### config.mk
export PLATFORM = sky130hd
export DESIGN_NAME = hazard_ctrl
export DESIGN_NICKNAME = d
export VERILOG_FILES = /design/src/rtl/hazard_ctrl.sv
export SDC_FILE = /design/constraint.sdc
export NUM_CORES = 1
export LEC_CHECK = 0
export BUFFER_PORTS_ARGS = -buffer_cell sky130_fd_sc_hd__buf_2
export CAP_MARGIN = 20
export CORE_MARGIN = 1.5
export CORE_UTILIZATION = 30
export DETAILED_ROUTE_END_ITERATION = 8
export PLACE_DENSITY = 0.7
export SYNTH_ARGS = -nofsm -noshare
export SYNTH_HDL_FRONTEND = slang
export SYNTH_SLANG_ARGS = --single-unit
### constraint.sdc
create_clock -name clk -period 1.65 [get_ports clk]
set_input_delay 0.165 -clock clk [delete_from_list [all_inputs] [get_ports clk]]
set_output_delay 0.165 -clock clk [all_outputs]
set_load 0.02 [all_outputs]
### src/rtl/hazard_ctrl.sv
// ============================================================================
// Module   : hazard_ctrl
// Brief    : IF/ID stall/flush, PC-write and pipeline-freeze controller with
//            load-use detection, branch flush and a bounded memory-wait FSM.
//            Optional performance counters enabled by HAZARD_PERF_CNT_EN.
// Revision : 1.0 - initial release
// ============================================================================
`default_nettype none

module hazard_ctrl #(
    parameter int unsigned TIMEOUT = 255
) (
    input  logic        clk,
    input  logic        rst_i,
    input  logic        start_i,
    input  logic [4:0]  ID_rs1_i,
    input  logic [4:0]  ID_rs2_i,
    input  logic        EX_memread_i,
    input  logic [4:0]  EX_rd_i,
    input  logic        branch_taken_i,
    input  logic        mem_stall_i,
    output logic        PC_write_o,
    output logic        IF_stall_o,
    output logic        IF_flush_o,
    output logic        ID_bubble_o,
    output logic        pipe_hold_o,
    output logic        err_o,
    output logic [1:0]  state_o,
    output logic [31:0] stall_cnt_o,
    output logic [31:0] flush_cnt_o
);

    typedef enum logic [1:0] {
        S_IDLE     = 2'd0,
        S_RUN      = 2'd1,
        S_MEM_WAIT = 2'd2,
        S_ERROR    = 2'd3
    } state_t;

    localparam logic [7:0] c_timeout = 8'(TIMEOUT);

    state_t     r_state;
    state_t     w_state_nxt;
    logic [7:0] r_wait_cnt;
    logic [7:0] w_wait_cnt_nxt;

    logic w_load_use;
    logic w_pc_write;
    logic w_if_stall;
    logic w_if_flush;
    logic w_id_bubble;
    logic w_pipe_hold;

    // A load whose destination is x0 never creates a real dependency.
    assign w_load_use = EX_memread_i && (EX_rd_i != 5'd0) &&
                        ((EX_rd_i == ID_rs1_i) || (EX_rd_i == ID_rs2_i));

    always_ff @(posedge clk or negedge rst_i) begin
        if (!rst_i) begin
            r_state    <= S_IDLE;
            r_wait_cnt <= 8'd0;
        end else begin
            r_state    <= w_state_nxt;
            r_wait_cnt <= w_wait_cnt_nxt;
        end
    end

    always_comb begin
        w_pc_write     = 1'b0;
        w_if_stall     = 1'b1;
        w_if_flush     = 1'b0;
        w_id_bubble    = 1'b0;
        w_pipe_hold    = 1'b0;
        w_state_nxt    = r_state;
        w_wait_cnt_nxt = r_wait_cnt;

        case (r_state)
            S_IDLE: begin
                w_wait_cnt_nxt = 8'd0;
                if (start_i) begin
                    w_state_nxt = S_RUN;
                end
            end

            S_RUN, S_MEM_WAIT: begin
                if (mem_stall_i) begin
                    w_pipe_hold = 1'b1;
                    if (r_state == S_RUN) begin
                        w_state_nxt    = S_MEM_WAIT;
                        w_wait_cnt_nxt = 8'd1;
                    end else if (r_wait_cnt == c_timeout) begin
                        w_state_nxt = S_ERROR;
                    end else begin
                        w_wait_cnt_nxt = r_wait_cnt + 8'd1;
                    end
                end else begin
                    // Memory released: normal RUN decisions apply this same cycle.
                    w_state_nxt    = S_RUN;
                    w_wait_cnt_nxt = 8'd0;
                    if (w_load_use) begin
                        w_id_bubble = 1'b1;
                    end else begin
                        w_pc_write = 1'b1;
                        w_if_stall = 1'b0;
                        w_if_flush = branch_taken_i;
                    end
                end

                if (!start_i) begin
                    w_state_nxt    = S_IDLE;
                    w_wait_cnt_nxt = 8'd0;
                end
            end

            S_ERROR: begin
                w_pipe_hold = 1'b1;
            end

            default: begin
                w_state_nxt    = S_IDLE;
                w_wait_cnt_nxt = 8'd0;
            end
        endcase
    end

    assign PC_write_o  = w_pc_write;
    assign IF_stall_o  = w_if_stall;
    assign IF_flush_o  = w_if_flush;
    assign ID_bubble_o = w_id_bubble;
    assign pipe_hold_o = w_pipe_hold;
    assign err_o       = (r_state == S_ERROR);
    assign state_o     = r_state;

`ifdef HAZARD_PERF_CNT_EN
    logic [31:0] r_stall_cnt;
    logic [31:0] r_flush_cnt;
    logic        w_count_stall;

    assign w_count_stall = !w_pc_write && (r_state != S_IDLE);

    always_ff @(posedge clk or negedge rst_i) begin
        if (!rst_i) begin
            r_stall_cnt <= 32'd0;
            r_flush_cnt <= 32'd0;
        end else begin
            if (w_count_stall && (r_stall_cnt != 32'hFFFF_FFFF)) begin
                r_stall_cnt <= r_stall_cnt + 32'd1;
            end
            if (w_if_flush && (r_flush_cnt != 32'hFFFF_FFFF)) begin
                r_flush_cnt <= r_flush_cnt + 32'd1;
            end
        end
    end

    assign stall_cnt_o = r_stall_cnt;
    assign flush_cnt_o = r_flush_cnt;
`else
    assign stall_cnt_o = 32'd0;
    assign flush_cnt_o = 32'd0;
`endif

endmodule

`default_nettype wire

# Word-level counts from Yosys, hierarchy flattened
# Cells that the tools add are included.
op_classes:
  add_sub_neg: 1
  eq_ne: 9
  mux: 24
  reduce_logical: 9
ops:
  columns: ["cell", "n"]
  rows:
  - ["8-bit 2-to-1 mux", 4]
  - ["8-bit case mux with 2 select lines", 1]
  - ["1-bit 2-to-1 mux", 12]
  - ["5-bit == test", 2]
  - ["2-bit 2-to-1 mux", 5]
  - ["5-bit inequality test, second input constant", 2]
  - ["8-bit by 1-bit adder with 8-bit output, second input constant", 1]
  - ["8-bit == test, second input constant", 1]
  - ["5-bit nonzero test", 1]
  - ["2-bit == test, second input constant", 2]
  - ["2-bit case mux with 2 select lines", 1]
  - ["3-bit AND reduction", 1]
  - ["2-bit by 1-bit == test with 1-bit output, second input constant", 1]
  - ["1-bit logical AND", 2]
  - ["2-bit logical NOT", 1]
  - ["2-bit inequality test, second input constant", 1]
  - ["1-bit case mux with 2 select lines", 1]
  - ["2-bit AND reduction", 1]
  - ["2-bit nonzero test", 1]
  - ["2-bit OR reduction", 1]
  - ["1-bit logical OR", 1]
word_totals:
  regBits: 10

# Logic depth before layout (Yosys ltp)
logic_depth:
  word_depth: 6
  ltp_mapped: 6
  mapped_depth_nobuf: 6

# Least setup slack after synthesis
# Ideal clock, no wire load.
synth_timing:
  kind: "register to register"
  startpoint: "register r_state[0], in the netlist state_o[0]"
  endpoint: "register r_wait_cnt[5]"
  setup_ns: 0.121
  arrival_time_ns: 1.628
  setup_slack_ns: -0.099
  path_stages_with_launch: 7
  n_path_buf: 0
  cell_sequence: "dfrtp_1 > inv_1 > ha_1 > nand4b_4 > nor3_2 > o31a_1 > o22a_1"
synth_via:
  elab_chain_len: 5
synth_lines:
  columns: ["element", "line_no", "text"]
  rows:
  - ["from (decl)", "42", "state_t r_state;"]
  - ["from (signal assigned)", "63", "r_state <= w_state_nxt;"]
  - ["2-bit by 1-bit == test with 1-bit output", "77, 88", null]
  - ["8-bit 2-to-1 mux", "88", "if (r_state == S_RUN) begin"]
  - ["8-bit 2-to-1 mux", "86", "if (mem_stall_i) begin"]
  - ["8-bit 2-to-1 mux", "109", "if (!start_i) begin"]
  - ["8-bit case mux with 2 select lines", "77", "case (r_state)"]
  - ["to (signal assigned)", "64", "r_wait_cnt <= w_wait_cnt_nxt;"]
  - ["to (decl)", "44", "logic [7:0] r_wait_cnt;"]
# Several ways; a longest one is shown, not always the timed one.
# A chain may end at the register's enable or synchronous reset.

# Worst setup path after layout
layout_timing:
  startpoint: "register r_state[1], in the netlist state_o[1]"
  endpoint: "output port IF_flush_o"
layout_via:
  elab_chain_len: 3
layout_lines:
  columns: ["element", "line_no", "text"]
  rows:
  - ["2-bit by 1-bit == test with 1-bit output or 2-bit == test (tied branches)", "77", null]
  - ["2-bit OR reduction *", "77", null]
  - ["1-bit 2-to-1 mux *", "77", null]
  - ["to (decl)", "24", "output logic IF_flush_o,"]
# Every way passes the cells marked *; elsewhere a longest branch is shown, timed or not.

==> flow_metrics.tcl <==
set metrics [dict create \
    run_status "completed" \
    gr-total-overflow 0 \
    antenna_cells_inserted 0 \
    syn_area_um2 1300 \
    yosys-top-cells-area "buf_4 37%, dfrtp_1 19%, xnor2_1 6.7%, ha_1 3.8%, a21oi_1 3.1%" \
    critPathKind "flop to output port" \
    dpl.cell_count 241 \
    route.detailed.drc 0 \
    clkLatencyLatePin_ns 0.23 \
    number_of_flip_flops_and_latches_in_the_synthesized_netlist 10 \
    worst-endpoint-arrival_ns 1.44 \
    timing.final.max_slew_violations 0 \
    number_of_nets_in_the_layout 223 \
    pre_antenna_drt_iters 4 \
    root_buffer "clkbuf_8" \
    coreArea_um2 4090 \
    rsz0062_at_grt "true" \
    numPortBuffers 28 \
    via_per_inst 4.14 \
    floorplan.die.height_um 68.9 \
    synth_seq_area_share_pct 19.2 \
    top_achievable_clock_speed_mhz 623 \
    skew_ns 0.00206 \
    synthDominantAreaCellType "buf_4" \
    layout.cells.most_common "conb_1" \
    hold_viol_final 0 \
    worstReg2RegStart "state_o[1]" \
    count_of_unique_library_cells_instantiated_by_yosys 33 \
    start_point_of_the_critical_path "state_o[1]" \
    cts_htree_levels 1 \
    met2_usage_in_global_routing_pct 17.5 \
    fillerInstances 451 \
    path_clk_slew_ns 0.05 \
    final_layout_size_suffix_gt1_share_pct 27.9 \
    post-route-period-util_pct 97.3 \
    grt_util_met3_pct 1.95 \
    cts_tree "done" \
    clock_sinks 10 \
    worst-endpoint-required_ns 1.48 \
    power_density_nw_per_um2 537 \
    number_of_global_route_vias_before_repair 857 \
    ios 93 \
    cts_inserted_buffers 3 \
    gpl.final_weighted_congestion 0.808 \
    synthDominantCellAreaShare_pct 36.9 \
    grtUsageMet1_pct 9.66 \
    maximum_number_of_pins_on_one_net_before_global_route_repair 11 \
    mostFrequentLayoutCells "64 x conb_1, 27 x buf_2, 10 x xnor2_1" \
    critical_path.startpoint_type "flop" \
    total_wirelength_of_the_detailed_routed_design_um 2280 \
    final_cells 247 \
    dieWidth_um 68.9 \
    start_util_pct 31.9 \
    post-layout-total-power_uw 762 \
    routed-via-count 1022 \
    multiInputGateArea_um2 830 \
    grt_util_all_layers_pct 9.32 \
    initial_antenna_violation_count 0 \
    critical_path.endpoint_type "output port" \
    wire_length_of_the_first_global_routing_pass_um 3370 \
    cts_max_path_buffers 2 \
    worstPathMaxFanout 7 \
    syn_inst 158 \
    route.antenna.remaining_nets 0 \
    detailedPlacementHpwl_um 1900 \
    hold_path_class "input pin to async pin" \
    areaGrowthSynthToFinish_pct 9.03 \
    timing.hold.ws_ns 0.324 \
    floorplan.die_area_um2 4750 \
    clock_period_minus_final_worst_setup_slack_ns 1.60 \
    layout.core_utilization_pct 34.8 \
    report.final.setup_viol 0 \
    worst_ir_drop_vdd_mv 0.332 \
    synth-warning-count 0 \
    area.sequential_um2 253 \
    wl_per_cell_um 9.23 \
    globalRoute.busiestLayer "met2" \
    mean_syn_cell_area_um2 8.24 \
    core.rowCount 23 \
    p_leak_uw 0.000694 \
    drt-initial-drc-count 18 \
    count_of_max_cap_constraint_violations 0 \
]
-- worst max-delay path, stage by stage, from the launching register on --
cell and delay [ns]:
dfrtp_2 0.37, inv_2 0.06, ha_4 0.31, nor2b_4 0.16, nand2_2 0.05, a21oi_2 0.09, buf_4 0.15
-- cells by family (layout without fill, tap and decap cells) --
kind of cell,after synthesis,after routing,synth area share [%]
DFF,10,10,19.2
adders and majority gates,4,4,3.84
xor gates and xnor gates,10,10,6.72
and+or+nand+nor,36,36,15.6
buffers and inverters,68,44,38.0
other,1,64,0.288
AOI/OAI and AO/OA,27,27,14.8
muxes,2,2,1.54
-- power by group --
part / switching (uW) / internal, uW / total (uW)
clock: 97.2 / 210 / 307
combinational: 168 / 41.3 / 210
sequential: 0 / 246 / 246
total: 265 / 497 / 762
-- per-stage QoR --
step                      cell area [um2]  worst slack [ns]  setup TNS [ns]
after detailed placement             1320           -0.0339         -0.0781
after floorplan                      1550            0.0139               0
final                                1420            0.0450               0
after CTS                            1410           0.00884               0
after global routing                 1420           -0.0457         -0.0457
after global placement               1320            0.0433               0
-- layer usage --
metal | up-vias | routed length (um)
li1 | 488 | -
met1 | 465 | 826
met2 | 63 | 1160
met3 | 6 | 259
met4 | 0 | 30
met5 | - | 0
-- timing repair --
item                                   in CTS  in global routing
setup buffers                               1                  0
resized for setup                           5                  3
endpoints found under the hold margin      10                  0
pin swaps                                   1                  2
hold buffers                                1                  0
setup endpoints to repair                   7                 10
-- registers in the layout, indices dropped and copies added, names as in the netlist --
register	cells
state_o	2
r_wait_cnt	8
-- cell type report --
class	instances	share of cell area, %
inverters	4	1.06
clock buffers	4	3.88
flip-flops and latches	10	17.8
well taps	50	4.41
repair buffers	36	14.4
multi-input cells	143	58.4
-- cell usage after synthesis --
| cell type | instances |
|---|---|
| buf_4 | 64 |
| dfrtp_1 | 10 |
| xnor2_1 | 10 |
| nor2_1 | 9 |
| a21oi_1 | 8 |
| nand2_1 | 8 |
| nand3_1 | 5 |
| ha_1 | 4 |
| inv_1 | 4 |
| o22a_1 | 4 |
| nor2b_1 | 3 |
| o21ai_0 | 3 |
| a31oi_1 | 2 |
| mux2i_1 | 2 |
| nand4_1 | 2 |
| nor3_1 | 2 |
| o31ai_1 | 2 |
| a21boi_0 | 1 |
| and3_1 | 1 |
| conb_1 | 1 |
| nand2b_1 | 1 |
| nand4b_4 | 1 |
| nor3_2 | 1 |
| nor4_1 | 1 |
| o211ai_1 | 1 |
| o21a_1 | 1 |
| o21ai_1 | 1 |
| o221a_2 | 1 |
| o22ai_1 | 1 |
| o31a_1 | 1 |
| o31ai_4 | 1 |
| or2_4 | 1 |
| or4_4 | 1 |
-- path summary, 6_finish.rpt --
check                                     end  cells past startpoint  slack [ns]
worst max-delay path               IF_flush_o                      6        0.05
worst min-delay path            r_wait_cnt[2]                      2        0.32
worst max register to register  r_wait_cnt[1]                      5        0.09
worst min register to register  r_wait_cnt[1]                      2        0.55
max in group asynchronous          state_o[1]                      2        1.10
min in group clk                   state_o[0]                      3        0.35
Power figures use the tool's default switching activity.
